--- config.mk ---
export PLATFORM = sky130hd
export DESIGN_NAME = paddle_scan_ctrl
export DESIGN_NICKNAME = d
export VERILOG_FILES = /design/src/rtl/paddle_scan_ctrl.sv
export SDC_FILE = /design/constraint.sdc
export NUM_CORES = 1
export LEC_CHECK = 0
export BUFFER_PORTS_ARGS = -buffer_cell sky130_fd_sc_hd__buf_4
export CAP_MARGIN = 20
export CORE_MARGIN = 2
export CORE_UTILIZATION = 55
export CTS_CLUSTER_DIAMETER = 120
export DETAILED_ROUTE_END_ITERATION = 6
export PLACE_DENSITY = 0.79
export SLEW_MARGIN = 20
export SYNTH_ARGS = -nofsm -noshare
export SYNTH_HDL_FRONTEND = slang
export SYNTH_SLANG_ARGS = --single-unit
--- constraint.sdc ---
create_clock -name CLK_DRV -period 3.4 [get_ports CLK_DRV]
set_clock_uncertainty 0.2 [all_clocks]
set_input_delay 0.34 -clock CLK_DRV [delete_from_list [all_inputs] [get_ports CLK_DRV]]
set_output_delay 0.34 -clock CLK_DRV [all_outputs]
set_load 0.01 [all_outputs]
--- src/rtl/paddle_scan_ctrl.sv ---
// Per-frame paddle timer sequencer: trigger, time both pulses, publish positions.
// Optional 2-tap position smoothing when PADDLE_SCAN_FILTER_EN is defined.
module paddle_scan_ctrl #(
   parameter int TRG_CYCLES = 143,
   parameter int PRESCALE   = 64
) (
   input  logic       CLK_DRV,
   input  logic       RESET,
   input  logic       FRAME_START,
   input  logic       PAD1_OUT,
   input  logic       PAD2_OUT,
   output logic       PAD_TRG_N,
   output logic [7:0] PAD1_POS,
   output logic [7:0] PAD2_POS,
   output logic       PAD1_TMO,
   output logic       PAD2_TMO,
   output logic       POS_VALID
);

   typedef enum logic [1:0] {
      IDLE,
      TRIG,
      MEASURE,
      DONE
   } state_t;

   localparam logic [15:0] TMAX = 16'(TRG_CYCLES);
   localparam logic [9:0]  PMAX = 10'(PRESCALE - 1);

   state_t      state, state_nx;
   logic [15:0] trg_cnt;
   logic [9:0]  presc;
   logic [7:0]  step;
   logic [7:0]  cnt [2];
   logic [7:0]  pub [2];
   logic [1:0]  done, tmo, pad;
   logic        tick, trg_end, tmo_hit;

   assign pad     = {PAD2_OUT, PAD1_OUT};
   assign tick    = (presc == PMAX);
   assign trg_end = (trg_cnt == TMAX);
   assign tmo_hit = tick && (step == 8'd254);

   always_comb begin
      state_nx = state;
      unique case (state)
         IDLE:    if (FRAME_START) state_nx = TRIG;
         TRIG:    if (trg_end) state_nx = MEASURE;
         MEASURE: if ((&done) || tmo_hit) state_nx = DONE;
         DONE:    state_nx = IDLE;
         default: state_nx = IDLE;
      endcase
   end

   // Trigger register trails the TRIG state by one edge.
   always_ff @(posedge CLK_DRV or posedge RESET) begin
      if (RESET) begin
         state     <= IDLE;
         trg_cnt   <= '0;
         PAD_TRG_N <= 1'b1;
      end else begin
         state     <= state_nx;
         PAD_TRG_N <= !((state == TRIG) && !trg_end);
         if ((state == TRIG) && !trg_end)
            trg_cnt <= trg_cnt + 16'd1;
         else
            trg_cnt <= '0;
      end
   end

   always_ff @(posedge CLK_DRV or posedge RESET) begin
      if (RESET) begin
         presc <= '0;
         step  <= '0;
         done  <= '0;
         tmo   <= '0;
         for (int i = 0; i < 2; i++) cnt[i] <= '0;
      end else if (state == TRIG) begin
         presc <= '0;
         step  <= '0;
         done  <= '0;
         tmo   <= '0;
         for (int i = 0; i < 2; i++) cnt[i] <= '0;
      end else if (state == MEASURE) begin
         presc <= tick ? 10'd0 : presc + 10'd1;
         if (tick) step <= step + 8'd1;
         for (int i = 0; i < 2; i++) begin
            if (!done[i]) begin
               if (!pad[i]) begin
                  done[i] <= 1'b1;
               end else if (tmo_hit) begin
                  cnt[i] <= 8'd255;
                  tmo[i] <= 1'b1;
               end else if (tick && (cnt[i] != 8'd255)) begin
                  cnt[i] <= cnt[i] + 8'd1;
               end
            end
         end
      end
   end

`ifdef PADDLE_SCAN_FILTER_EN
   logic [7:0] prev_raw [2];
   logic       prev_ok;

   function automatic logic [7:0] avg2(input logic [7:0] a,
                                       input logic [7:0] b);
      logic [8:0] s;
      s = {1'b0, a} + {1'b0, b} + 9'd1;
      return s[8:1];
   endfunction

   // The first scan after reset has no history, so it goes out raw.
   always_comb begin
      for (int i = 0; i < 2; i++)
         pub[i] = prev_ok ? avg2(prev_raw[i], cnt[i]) : cnt[i];
   end

   always_ff @(posedge CLK_DRV or posedge RESET) begin
      if (RESET) begin
         prev_ok <= 1'b0;
         for (int i = 0; i < 2; i++) prev_raw[i] <= '0;
      end else if (state == DONE) begin
         prev_ok <= 1'b1;
         for (int i = 0; i < 2; i++) prev_raw[i] <= cnt[i];
      end
   end
`else
   always_comb begin
      for (int i = 0; i < 2; i++) pub[i] = cnt[i];
   end
`endif

   always_ff @(posedge CLK_DRV or posedge RESET) begin
      if (RESET) begin
         PAD1_POS  <= '0;
         PAD2_POS  <= '0;
         PAD1_TMO  <= 1'b0;
         PAD2_TMO  <= 1'b0;
         POS_VALID <= 1'b0;
      end else begin
         POS_VALID <= (state == DONE);
         if (state == DONE) begin
            PAD1_POS <= pub[0];
            PAD2_POS <= pub[1];
            PAD1_TMO <= tmo[0];
            PAD2_TMO <= tmo[1];
         end
      end
   end

endmodule

# Yosys cells after proc, flatten, opt, wreduce, memory -nomap -nowiden
# Cells that the tools add are included.
totals:
  reg_bits: 76
  latch_bits: 0
  ram_bits: 0
  rom_bits: 0
  input_bits: 5
  out_inout_bits: 20
  wordCells: 89
  mem_count: 0
op_classes:
  n_addsub: 5
  multipliers: 0
  div_mod_pow: 0
  n_lt_le_gt_ge: 0
  n_eq_ne: 13
  shifts: 0
  muxes: 34
  bitwise: 0
  n_reduce_logical: 22
ops:
  columns: ["op", "n"]
  rows:
  - ["two-way mux 8 bit", 11]
  - ["two-way mux 16 bit", 3]
  - ["two-way mux 10 bit", 3]
  - ["adder 8 x 1 -> 8 bit (second input constant)", 3]
  - ["adder 16 x 1 -> 16 bit (second input constant)", 1]
  - ["equality test 16 x 8 -> 1 bit (second input constant)", 1]
  - ["inequality test 8 bit (second input constant)", 2]
  - ["AND reduction 4 bit", 4]
  - ["two-way mux 2 bit", 7]
  - ["adder 10 x 1 -> 10 bit (second input constant)", 1]
  - ["equality test 10 x 6 -> 1 bit (second input constant)", 1]
  - ["nonzero test 2 bit", 5]
  - ["two-way mux 1 bit", 9]
  - ["equality test 8 bit (second input constant)", 1]
  - ["one-hot mux 2 bit (4 select lines)", 1]
  - ["inequality test 2 bit (second input constant)", 3]
  - ["nonzero test 3 bit", 2]
  - ["equality test 2 bit (second input constant)", 2]
  - ["logical AND 1 bit", 4]
  - ["inequality test 2 x 1 -> 1 bit (second input constant)", 2]
  - ["AND reduction 2 bit", 2]
  - ["AND reduction 3 bit", 1]
  - ["equality test 2 x 1 -> 1 bit (second input constant)", 1]
  - ["logical NOT 1 bit", 2]
  - ["2 further kinds", 2]

# Logic depth before layout (Yosys ltp)
logic_depth:
  word_depth: 8
  ltp_mapped: 9
  mapped_depth_nobuf: 7

# Least setup slack after synthesis
# OpenSTA, ideal clock, no wires.
synth_path:
  path_type: "reg-to-reg"
  startpoint: "reg state[0]"
  endpoint: "reg cnt[11] (netlist bit)"
  setup_time_ns: 0.087
  t_arrival_ns: 2.085
  required_ns: 3.113
  path_slack_ns: 1.028
  stages_incl_launch_ff: 10
  n_path_buf: 2
  period_less_slack_ns: 2.372
  path_cell_list: "dfrtp_1 inv_1 ha_1 buf_2 clkinv_1 nor3_1 o2111a_1 buf_2 a21oi_1 a211oi_2"
synth_between:
  elab_chain_len: 3
  elab_cells_between_ends: 8
  cone_classes: "eq/ne: 3; mux: 1; reduce/logical: 4"
synth_lines:
  columns: ["item", "line", "text"]
  rows:
  - ["start: declaration", "30", "state_t state, state_nx;"]
  - ["start signal: assignment", "62", "state <= state_nx;"]
  - ["equality test 2 x 1 -> 1 bit / equality test 2 bit (equally long branches)", "78, 84", null]
  - ["inequality test 2 x 1 -> 1 bit (no source line) (tied with other cells)", null, null]
  - ["AND reduction 4 bit (no source line)", null, null]
  - ["end signal: indexed assignment", "95", "cnt[i] <= cnt[i] + 8'd1;"]
  - ["end: declaration", "34", "logic [7:0] cnt [2];"]
# Parallel ways exist; a longest one is shown, timed or not.
# A chain may end at the register's enable or synchronous reset.

# Final worst setup path
layout_path:
  startpoint: "reg state[0]"
  endpoint: "reg cnt[12] (netlist bit)"
# Same word-level chain as after synthesis.

==> flow_metrics.tcl <==
set metrics [dict create \
    status "complete, no violations" \
    cts_root_buffer "clkbuf_8" \
    setup_violations 0 \
    grt_pass1_vias 2863 \
    synth.net_count 373 \
    ys_ff_latch 76 \
    htreeDepth 3 \
    async_reset_ff_frac 1.00 \
    grt_max_degree 77 \
    hpwl_um 5080 \
    antenna_found_initial 0 \
    syn_inst 358 \
    place.port_buffers 24 \
    max_freq_ghz 0.370 \
    vdd_ir_drop_max_v 0.000279 \
    use_met1 0.284 \
    synth_ff_type "dfrtp_1" \
    critical_path_class "flip-flop to flip-flop" \
    synthDistinctLibCells 52 \
    worstPathArrival_ns 2.76 \
    fp-row-count 30 \
    synthTopCellsByArea "dfrtp_1, mux2_2, nor2_1" \
    post-route-period-util 0.794 \
    grt.overflow.total 0 \
    first_iter_violations 153 \
    end_kind "flip-flop" \
    path_max_fanout 13 \
    coreArea_mm2 0.00672 \
    timing.critical_path.buf_inv 2 \
    p_leak_nw 2.00 \
    crit_chain "inv_1 > ha_1 > clkinv_1 > nor3_1 > o2111a_1 > a21oi_1 > a311oi_1" \
    setup_ws_ns 0.700 \
    grt_first_pass_wirelength_um 12900 \
    whs_ns 0.0532 \
    cp-start-kind "flip-flop" \
    synth.top_cell.area_share 0.496 \
    area_growth_pct 11.9 \
    wl_per_cell_um 15.8 \
    die-width_um 87.0 \
    critical_path.max_stage_delay_ns 0.54 \
    min_period_ns 2.70 \
    syn-mean-instance-area_um2 10.6 \
    finalHoldViolCount 0 \
    final_antenna_net_count 0 \
    yosysSeqAreaShare 0.503 \
    insertion_delay_ns 0.36 \
    rsz0062_at_grt "no" \
    cellPowerDensity_mw_per_mm2 593 \
    cts_tree "done" \
    slew_headroom 0.378 \
    yosysTopAreaCell "dfrtp_1" \
    slew_viol_final 0 \
    postCtsHoldBufs 0 \
    hp-class "input pin to async pin" \
    place_congestion 0.798 \
    clock_sinks 76 \
    synth-edff-count 0 \
    power_w 0.00251 \
    worst_pin_slew_ns 0.933 \
    cap_violations 0 \
    clkTransAtPathRegs_ns 0.08 \
    finalNonFillerCells 473 \
    dp.cells 457 \
    post_drt_via_cell_ratio 5.94 \
    ios 25 \
    cts_setup_buffers 0 \
    crit_family "compound AO/OA/AOI/OAI gates" \
    initial_core_util 0.563 \
    die_h_um 87.0 \
    cp.required_ns 3.46 \
    dieArea_mm2 0.00756 \
    dp_slack_ns 0.735 \
    antennaDiodeCount 0 \
    drive_gt1_frac 0.216 \
    finalWirelength_um 7470 \
    vias 2811 \
    drt-pass1-iter-count 4 \
    use_met3 0.0445 \
    drc_errors 0 \
    ys_warn_count 0 \
    nets 403 \
    fin_tns_setup_ns 0 \
    track_usage 0.216 \
    cts_buffer_depth 2 \
    post_cts_resized 0 \
    synth_area_mm2 0.00378 \
    grt_util_met2 0.348 \
    top_usage_layer "met2" \
    cts_buffers 9 \
    cpMaxStageDelayCell "o2111a_1" \
]
-- cell usage in the layout, fill, tap and decap left out, types with 4 or more instances in the layout --
cell,synthesis,final
clkbuf_8,0,9
dfrtp_1,75,75
nor2_1,50,50
a21oi_1,20,20
xor2_1,13,13
a211oi_2,4,4
mux2_2,18,18
ha_1,10,10
nand2_1,23,23
inv_1,13,12
buf_4,0,30
o211ai_1,4,4
xnor2_1,12,12
and3_1,10,10
o21ai_0,9,9
nand3_1,15,15
or3_1,4,4
nand4_1,11,11
a211oi_1,4,4
nor3_1,4,4
and3_2,6,6
-- synth_stat cells, types with 5 or more instances --
library cell / n
ha_1: 10
xnor2_1: 12
o21ai_0: 9
and3_2: 6
nand2_1: 23
mux2_2: 18
dfrtp_1: 75
a21oi_1: 20
nor2_1: 50
xor2_1: 13
nand3_1: 15
clkbuf_1: 5
inv_1: 13
and3_1: 10
nand4_1: 11
-- final timing paths --
| check | cells past startpoint | slack, ns | end | from |
|---|---|---|---|---|
| setup / recovery | 7 | 0.70 | cnt[12] | state[0] |
| hold / removal | 3 | 0.05 | trg_cnt[10] | RESET |
| setup reg to reg | 7 | 0.70 | cnt[12] | state[0] |
| hold reg to reg | 1 | 0.29 | trg_cnt[0] | trg_cnt[0] |
| max in group asynchronous | 3 | 2.32 | PAD2_POS[1] | RESET |
| min in group CLK_DRV | 4 | 0.12 | done[1] | PAD2_OUT |
-- where the power goes --
group	leakage (nW)	switching, W	internal [W]
clock network	0.100	0.000335	0.000339
registers	1.04	0.0000833	0.00100
logic	0.868	0.000469	0.000281
total	2.00	0.000888	0.00162
-- worst register-to-register path: cells and delay by family, from the launching register on --
kind                       cells  cell delay (ns)
buffers and inverters          2             0.23
adders and majority gates      1             0.50
DFF                            1             0.40
and+or+nand+nor                1             0.36
AOI/OAI and AO/OA              3             0.92
-- layer usage --
layer / vias up / routed length, um
met2: 66 / 3570
met1: 1395 / 3490
met5: - / 0
li1: 1338 / -
met3: 12 / 281
met4: 0 / 124
-- final cells by class --
class	count	area, um2
fillers	513	2480
multi-input cells	257	1760
repair buffers	30	225
flip-flops and latches	76	1900
clock buffers	10	128
inverters	14	52.6
well taps	80	100
clock inverters	6	62.6
-- registers in the layout, summed over array words and instances, names as in the netlist, 8 cells and up --
signal and count:
presc 10, trg_cnt 16, cnt 16, PAD1_POS 8
PAD2_POS 8, step 8
-- cell families after synthesis --
logic type                 count (synthesis)  share of synthesized area
and+or+nand+nor                          140                      0.192
DFF                                       76                      0.503
AOI/OAI and AO/OA                         61                      0.121
xor gates and xnor gates                  25                     0.0579
buffers and inverters                     25                     0.0314
muxes                                     21                     0.0615
adders and majority gates                 10                     0.0331
-- stage by stage --
step                 util  area (um2)
CTS                 0.630        4230
floorplan               -        3780
detailed placement  0.602        4040
global placement    0.602        4040
global route        0.630        4230
finish              0.630        4230
Power figures use the tool's default switching activity.
